[config.mk]
export PLATFORM = sky130hd
export DESIGN_NAME = regfile_dump_reader
export DESIGN_NICKNAME = d
export VERILOG_FILES = /design/src/rtl/regfile_dump_pkg.sv /design/src/rtl/dump_byte_serializer.sv /design/src/rtl/regfile_dump_reader.sv
export SDC_FILE = /design/constraint.sdc
export NUM_CORES = 1
export LEC_CHECK = 0
export CAP_MARGIN = 40
export CORE_MARGIN = 2
export CORE_UTILIZATION = 30
export DETAILED_ROUTE_END_ITERATION = 8
export GPL_TIMING_DRIVEN = 0
export HOLD_SLACK_MARGIN = 0.05
export PLACE_DENSITY_LB_ADDON = 0.2
export SKIP_CTS_REPAIR_TIMING = 1
export SYNTH_ARGS = -nofsm -noshare
export SYNTH_HDL_FRONTEND = slang
export SYNTH_SLANG_ARGS = --single-unit
[constraint.sdc]
create_clock -name clk -period 3.2 [get_ports clk]
set_clock_uncertainty 0.2 [all_clocks]
set_input_delay 0.32 -clock clk [delete_from_list [all_inputs] [get_ports clk]]
set_output_delay 0.32 -clock clk [all_outputs]
set_load 0.02 [all_outputs]
[src/rtl/regfile_dump_pkg.sv]
// Shared types and frame geometry for the register-file dump reader.
package regfile_dump_pkg;

  typedef enum logic [1:0] {
    IDLE  = 2'd0,
    FETCH = 2'd1,
    SEND  = 2'd2,
    DONE  = 2'd3
  } state_e;

  localparam int DEF_DATA_WIDTH = 32;
  localparam int DEF_BYTE_WIDTH = 8;
  localparam int BYTES_PER_WORD = DEF_DATA_WIDTH / DEF_BYTE_WIDTH;
  localparam int FRAME_BYTES    = BYTES_PER_WORD + 1;

  // Header byte plus the word split into bytes.
  function automatic int frame_bytes(input int data_width, input int byte_width);
    return data_width / byte_width + 1;
  endfunction

endpackage

[src/rtl/dump_byte_serializer.sv]
// Holds one header+word frame and emits it byte by byte, header first,
// then the word least-significant byte first, over a valid/ready handshake.
module dump_byte_serializer
  import regfile_dump_pkg::*;
#(
  parameter int DATA_WIDTH = 32,
  parameter int BYTE_WIDTH = 8
) (
  input  logic                  clk,
  input  logic                  rst_n,
  input  logic                  load_i,
  input  logic [BYTE_WIDTH-1:0] header_i,
  input  logic [DATA_WIDTH-1:0] word_i,
  output logic [BYTE_WIDTH-1:0] data_o,
  output logic                  valid_o,
  input  logic                  ready_i,
  output logic                  frame_done_o
);

  localparam int FRAME_N = frame_bytes(DATA_WIDTH, BYTE_WIDTH);
  localparam int FRAME_W = FRAME_N * BYTE_WIDTH;
  localparam int IDX_W   = $clog2(FRAME_N);

  logic [FRAME_W-1:0] frame_q, frame_d;
  logic [IDX_W-1:0]   idx_q, idx_d;
  logic               valid_q, valid_d;
  logic               xfer, last_byte;

  always_comb begin
    // NOTE: every signal assigned here gets a default first, so no path can infer a latch.
    frame_d   = frame_q;
    idx_d     = idx_q;
    valid_d   = valid_q;
    xfer      = valid_q & ready_i;
    last_byte = (idx_q == IDX_W'(FRAME_N - 1));
    if (load_i) begin
      frame_d = {word_i, header_i};
      idx_d   = '0;
      valid_d = 1'b1;
    end else if (xfer) begin
      frame_d = frame_q >> BYTE_WIDTH;
      idx_d   = idx_q + 1'b1;
      if (last_byte) valid_d = 1'b0;
    end
  end

  always_ff @(posedge clk) begin
    // NOTE: sequential state uses non-blocking assignments so all registers update from pre-edge values.
    if (!rst_n) begin
      valid_q <= 1'b0;
      idx_q   <= '0;
    end else begin
      valid_q <= valid_d;
      idx_q   <= idx_d;
    end
  end

  // NOTE: the frame shift register is left unreset; data_o is masked by valid_q, so stale contents never escape.
  always_ff @(posedge clk) begin
    frame_q <= frame_d;
  end

  assign valid_o      = valid_q;
  assign data_o       = valid_q ? frame_q[BYTE_WIDTH-1:0] : '0;
  assign frame_done_o = xfer & last_byte;

endmodule

[src/rtl/regfile_dump_reader.sv]
// Walks a contiguous (possibly wrapping) register range through a spare read
// port and streams each register as a header+data byte frame.
module regfile_dump_reader
  import regfile_dump_pkg::*;
#(
  parameter int DATA_WIDTH = 32,
  parameter int ADDR_WIDTH = 5,
  parameter int REG_DEPTH  = 32,
  parameter int BYTE_WIDTH = 8
) (
  input  logic                  clk,
  input  logic                  rst_n,
  input  logic                  i_start,
  input  logic [ADDR_WIDTH-1:0] i_first_addr,
  input  logic [ADDR_WIDTH-1:0] i_last_addr,
  output logic [ADDR_WIDTH-1:0] o_rf_addr,
  input  logic [DATA_WIDTH-1:0] i_rf_data,
  output logic                  o_freeze,
  output logic [BYTE_WIDTH-1:0] o_byte_data,
  output logic                  o_byte_valid,
  input  logic                  i_byte_ready,
  output logic                  o_busy,
  output logic                  o_done
);

  localparam logic [ADDR_WIDTH-1:0] TOP_ADDR = ADDR_WIDTH'(REG_DEPTH - 1);

  state_e                state_q, state_d;
  logic [ADDR_WIDTH-1:0] addr_q, addr_d;
  logic [ADDR_WIDTH-1:0] last_q, last_d;
  logic                  load;
  logic                  frame_done;

  always_comb begin
    state_d = state_q;
    addr_d  = addr_q;
    last_d  = last_q;
    load    = 1'b0;
    unique case (state_q)
      IDLE: begin
        if (i_start) begin
          addr_d  = i_first_addr;
          last_d  = i_last_addr;
          state_d = FETCH;
        end
      end
      FETCH: begin
        load    = 1'b1;
        state_d = SEND;
      end
      SEND: begin
        if (frame_done) begin
          if (addr_q == last_q) begin
            state_d = DONE;
          end else begin
            addr_d  = (addr_q == TOP_ADDR) ? '0 : addr_q + 1'b1;
            state_d = FETCH;
          end
        end
      end
      DONE: begin
        // Return the read address to 0 so every output is quiet in IDLE.
        addr_d  = '0;
        last_d  = '0;
        state_d = IDLE;
      end
      default: state_d = IDLE;
    endcase
  end

  always_ff @(posedge clk) begin
    if (!rst_n) begin
      state_q <= IDLE;
      addr_q  <= '0;
      last_q  <= '0;
    end else begin
      state_q <= state_d;
      addr_q  <= addr_d;
      last_q  <= last_d;
    end
  end

  dump_byte_serializer #(
    .DATA_WIDTH(DATA_WIDTH),
    .BYTE_WIDTH(BYTE_WIDTH)
  ) u_serializer (
    .clk         (clk),
    .rst_n       (rst_n),
    .load_i      (load),
    .header_i    (BYTE_WIDTH'(addr_q)),
    .word_i      (i_rf_data),
    .data_o      (o_byte_data),
    .valid_o     (o_byte_valid),
    .ready_i     (i_byte_ready),
    .frame_done_o(frame_done)
  );

  assign o_rf_addr = addr_q;
  assign o_freeze  = (state_q == FETCH) || (state_q == SEND);
  assign o_busy    = (state_q != IDLE);
  assign o_done    = (state_q == DONE);

endmodule
### After elaboration in Yosys (flattened, before gate mapping)

Index checks and enable logic that the tools add are counted.

* register bits after elaboration: 56
* input bits: 46
* logic and storage cells: 51
* output and inout bits: 17

* bitwise operators: 3
* mux-type cells: 18
* equality and inequality tests: 9
* $add $sub $neg: 2
* reductions and logical operators: 12

Operators with widths (count)
* two-way mux 40 bit: 2
* two-way mux 5 bit: 5
* one-hot mux 5 bit (3 select lines): 1
* one-hot mux 5 bit (2 select lines): 1
* two-way mux 8 bit: 1
* one-hot mux 2 bit (4 select lines): 1
* nonzero test 2 bit: 4
* two-way mux 2 bit: 3
* != test 2 bit, second input constant: 3
* AND reduction 2 bit: 3
* adder 5 x 1 -> 5 bit, second input constant: 1
* equality test 5 bit: 1
* equality test 5 bit, second input constant: 1
* equality test 2 bit, second input constant: 2
* two-way mux 1 bit: 4
* AND reduction 4 bit: 1
* adder 3 x 1 -> 3 bit, second input constant: 1
* equality test 3 bit, second input constant: 1
* nonzero test 3 bit: 1
* bitwise AND 1 bit: 2
* equality test 2 x 1 -> 1 bit, second input constant: 1
* logical NOT 2 bit: 1
* OR reduction 2 bit: 1
* logical OR 1 bit: 1
* NOT 1 bit: 1

### Logic depth before layout (Yosys ltp)

* depth after elaboration: 5
* mapped depth: 7
* mapped depth without buffers: 7

### Modules after synthesis

A second synthesis with hierarchy kept.

* cell total of the unflattened synthesis: 205
* area, all modules: 2705.1 um2

By module, submodules not included
* dump_byte_serializer: sequential area each 1281.2 um2, cells each 120, area an instance 1938.1 um2, times used 1
* regfile_dump_reader: sequential area each 240.2 um2, cells each 85, area an instance 767.0 um2, times used 1

### Worst setup path before layout

No wires, ideal clock.

* path kind: reg-to-reg
* start point: register state_q[1]
* end point: register u_serializer.frame_q[0] (enable)
* slack: 0.910 ns
* data required time: 2.605 ns
* clock period less this slack: 2.290 ns
* arrival time: 1.695 ns
* buffers on the path: 1
* cell stages (with the launch flop): 6
* library setup time: 0.395 ns
* path through: dfxtp_1 -> inv_1 -> ha_1 -> clkbuf_1 -> inv_1 -> nand2_1

* longest elaborated chain between the ends: 3

Ends and longest elaborated chain
* start: declaration: line regfile_dump_reader.sv:28 `state_e state_q, state_d;`
* start signal: assignment: line regfile_dump_reader.sv:77 `state_q <= state_d;`
* equality test 2 x 1 -> 1 bit: line regfile_dump_reader.sv:39 `unique case (state_q)`
* two-way mux 1 bit: line regfile_dump_reader.sv:39
* net load: line regfile_dump_reader.sv:31 `logic load;`
* nonzero test 2 bit (no line)
* end signal: assignment: line dump_byte_serializer.sv:60 `frame_q <= frame_d;`
* end: declaration: line dump_byte_serializer.sv:24 `logic [FRAME_W-1:0] frame_q, frame_d;`

The timed path passes the listed nets, and every way through them passes these cells.
A chain may end at the register's enable or synchronous reset.

### Final worst setup path

* start point: register u_serializer.valid_q (netlist: u_serializer.valid_o)
* end point: output o_byte_data[3]

* longest elaborated chain between the ends: 1

Ends and longest elaborated chain
* start: declaration: line dump_byte_serializer.sv:26 `logic valid_q, valid_d;`
* start signal: assignment: line dump_byte_serializer.sv:53 `valid_q <= valid_d;`
* two-way mux 8 bit: line dump_byte_serializer.sv:64 `assign data_o = valid_q ? frame_q[BYTE_WIDTH-1:0] : '0;`
* end: declaration: line regfile_dump_reader.sv:19 `output logic [BYTE_WIDTH-1:0] o_byte_data,`

Every way passes these cells.

==> results by group <==
Worst hold path
  • Worst hold-check path type: flip-flop to flip-flop
  • Worst hold start: u_serializer.frame_q[6]$_SDFFE_PP0P_
  • Worst Hold Path EP: u_serializer.frame_q[6]$_SDFFE_PP0P_
  • Hold Crit Depth: 2

Detailed routing
  • Initial DRC count: 121
  • WL final: 5.836 mm
  • Per-cell routed wire length: 12.94 microns
  • Via count: 2052
  • ANT nets after route: 0
  • Pre-antenna DRT Iters: 4
  • DRC: 0
  • Via density: 4.550

STA
  • Unrepaired setup endpoints after global routing: no
  • Final WS setup: 910.4 ps
  • Rel. slew slack: 61.59%
  • Setup Viol. Count Final: 0
  • Minimum clock period: 2290 ps
  • Setup_tns: 0 ps
  • Maximum clock frequency: 0.4368 GHz
  • Final Hold Viols: 0
  • Crit share post-route: 71.55%
  • Final Max Tran Viols: 0
  • Slew @ Worst Pin: 574.9 ps
  • WHS: 259.2 ps

Cells and area
  • Layout Nets: 397
  • Antenna diodes: 0
  • Seq. cell area: 1491 sq um
  • FILL cells: 867
  • Area occupied by multi-input gates: 1095 sq um
  • Final cell count without fillers: 451
  • Synth-to-layout area growth: 33.29%
  • Layout cell share with drive strength beyond 1: 5.539%
  • Finished layout cell area: 3562 sq um

Worst setup path
  • Reg2Reg Launch Point: o_rf_addr[0]$_SDFFE_PN0P_
  • Crit Path Class: flip-flop to primary output
  • R2R Setup Slk: 1150 ps
  • Startpoint Class: flip-flop
  • CP Capture Type: primary output
  • Maximum fanout along the worst path: 10
  • CP Data Arrival Time: 1770 ps
  • Worst R2R End: o_rf_addr[3]$_SDFFE_PN0P_
  • R2R cell count: 7
  • WP data required: 2680 ps

Placed design
  • Area after DPL: 3451 sq um
  • Placed Cells: 443
  • Gpl congestion: 0.7755
  • Final HPWL DP: 4.409 mm
  • Port-buffer cells: 62
  • Place WS: 1139 ps

Clock network
  • Clock Path Buffers: 2
  • CTS clk-pin slew, worst paths: 100 ps
  • H-tree depth: 2
  • CTS Sinks: 56
  • CTS tree: yes
  • Clk_lat worst skew: 310 ps
  • Total CTS buffers: 5
  • CTS Root Cell: clkbuf_8

Synth
  • Yosys warns: 0
  • Main area contributors after synthesis: edfxtp_1, dfxtp_1, nand2_1
  • FF+latch count, synth: 56
  • Simple-Gate Fraction of Synth Area: 20.37%
  • Post-synthesis sequential area ratio: 55.81%
  • Leading area contributor after synthesis: edfxtp_1
  • Count leader, synth: nand2_1
  • Syn avg cell area: 9.826 sq um
  • Synth cell types: 31
  • Synthesized cell area: 2673 sq um
  • Post-synth ARST share: 0%
  • Number of synthesized flops with an enable pin: 37
  • Mux contribution to synthesized area: 2.247%
  • Share of the synthesized area in the top cell type: 41.57%
  • Adder-cell area share of the yosys netlist: 4.213%
  • Syn nets: 327
  • Post-synthesis compound-gate area fraction: 11.14%
  • Largest family of logic cells by synthesized area: simple AND/OR/NAND/NOR gates
  • Post-synth top flop: edfxtp_1
  • Post-synthesis cell count: 272
  • Most instantiated cells after synthesis: nand2_1, edfxtp_1, o21ai_0
  • XOR/XNOR Fraction of Synth Area: 2.903%

Pwr
  • Peak VDD IR: 0.0003096 V
  • Leak: 0.001288 uW
  • Power Dens Cells: 868.9 nW/um^2

Die
  • Die area: 9680 sq um
  • Core area: 8678 sq um
  • Ports: 63
  • Horiz. Die Dim: 98.39 microns
  • Die H: 98.39 microns
  • Row cnt: 34
  • Initial Utilization: 30.80%

Global routing
  • Gr ovfl total: 0
  • First-pass GRT wire length: 9.549 mm
  • Vias in the first global route: 2023
  • Initial antenna violation count: 0
  • Largest net degree at the start of global routing: 32
  • Gr usage total: 12.25%

Run
  • Max_cap viols: 0

Outcome
  • Status: finished clean
[layout by cell type, fill, tap and decap left out, drive strengths merged, types with 2 or more instances in the layout]
master,n
a21oi,7
a22o,4
a22oi,5
and2,18
buf,6
clkbuf,16
clkdlybuf4s50,62
dfxtp,19
edfxtp,37
ha,9
inv,8
mux2i,6
nand2,80
nand3,2
nand4,2
nor2,11
nor2b,2
nor3,2
nor3b,2
o211ai,2
o21ai,30
xnor2,6
xor2,2
[area by class of cell]
class	instances	area share, %
Sequential cell	56	41.87
Tap cell	108	3.793
Timing Repair Buffer	63	17.98
Multi-Input combinational cell	194	30.73
Clock inverter	2	1.089
Buffer	15	1.756
Clock buffer	6	2.037
Inverter	7	0.7376
[metrics by stage]
stage                     util [%]  power, uW
after CTS                    41.05       3131
after floorplan                  -       2165
after global routing         41.05       3323
final                        41.05       3095
after detailed placement     39.76       2667
after global placement       39.50       2622
[flip-flops by register name, indices dropped and copies added (netlist names)]
signal,cells
u_serializer.frame_q,40
last_q,5
o_rf_addr,5
u_serializer.idx_q,3
state_q,2
u_serializer.valid_o,1
[report_power, final]
group	switching [uW]	total (uW)	internal [uW]	leakage, uW
Combinational	750	1270	515	0.000712
Clock	233	470	237	0.0000558
Sequential	164	1360	1200	0.000519
Total	1150	3100	1950	0.00129
[how the worst max path moves through the flow]
stage / start / endpoint / slack (ps) / depth (start not counted)
after floorplan: state_q[1]$_SDFFE_PN0P_ / u_serializer.frame_q[0]$_DFFE_PP_ / 910 / 5
after global placement: i_byte_ready / u_serializer.frame_q[37]$_DFFE_PP_ / 380 / 3
after detailed placement: i_byte_ready / u_serializer.frame_q[14]$_DFFE_PP_ / 1140 / 6
after CTS: u_serializer.valid_o$_SDFFE_PN0P_ / o_byte_data[3] / 880 / 3
after global routing: u_serializer.valid_o$_SDFFE_PN0P_ / o_byte_data[3] / 790 / 3
final: u_serializer.valid_o$_SDFFE_PN0P_ / o_byte_data[3] / 910 / 3
[logic make-up after synthesis]
| family | after synthesis |
|---|---|
| DFF | 56 |
| xor gates and xnor gates | 8 |
| buffers and inverters | 22 |
| muxes | 6 |
| AOI/OAI and AO/OA | 49 |
| adders and majority gates | 9 |
| and+or+nand+nor | 122 |
[worst max-delay path, stage by stage, from the launching register on]
cell             delay [ps]
dfxtp_1                 370
clkbuf_1                280
and2_1                  200
clkdlybuf4s50_1         610
[routing by layer]
layer	global-route usage, %	vias to the layer above	share of wire, %	routed length, microns
met5	0	-	0	0
met4	3.161	0	1.0	61
met3	2.577	6	4.9	285
met2	20.93	53	50	2899
met1	15.86	936	44	2590
li1	-	1057	-	-
(Power assumes the default switching activity.)
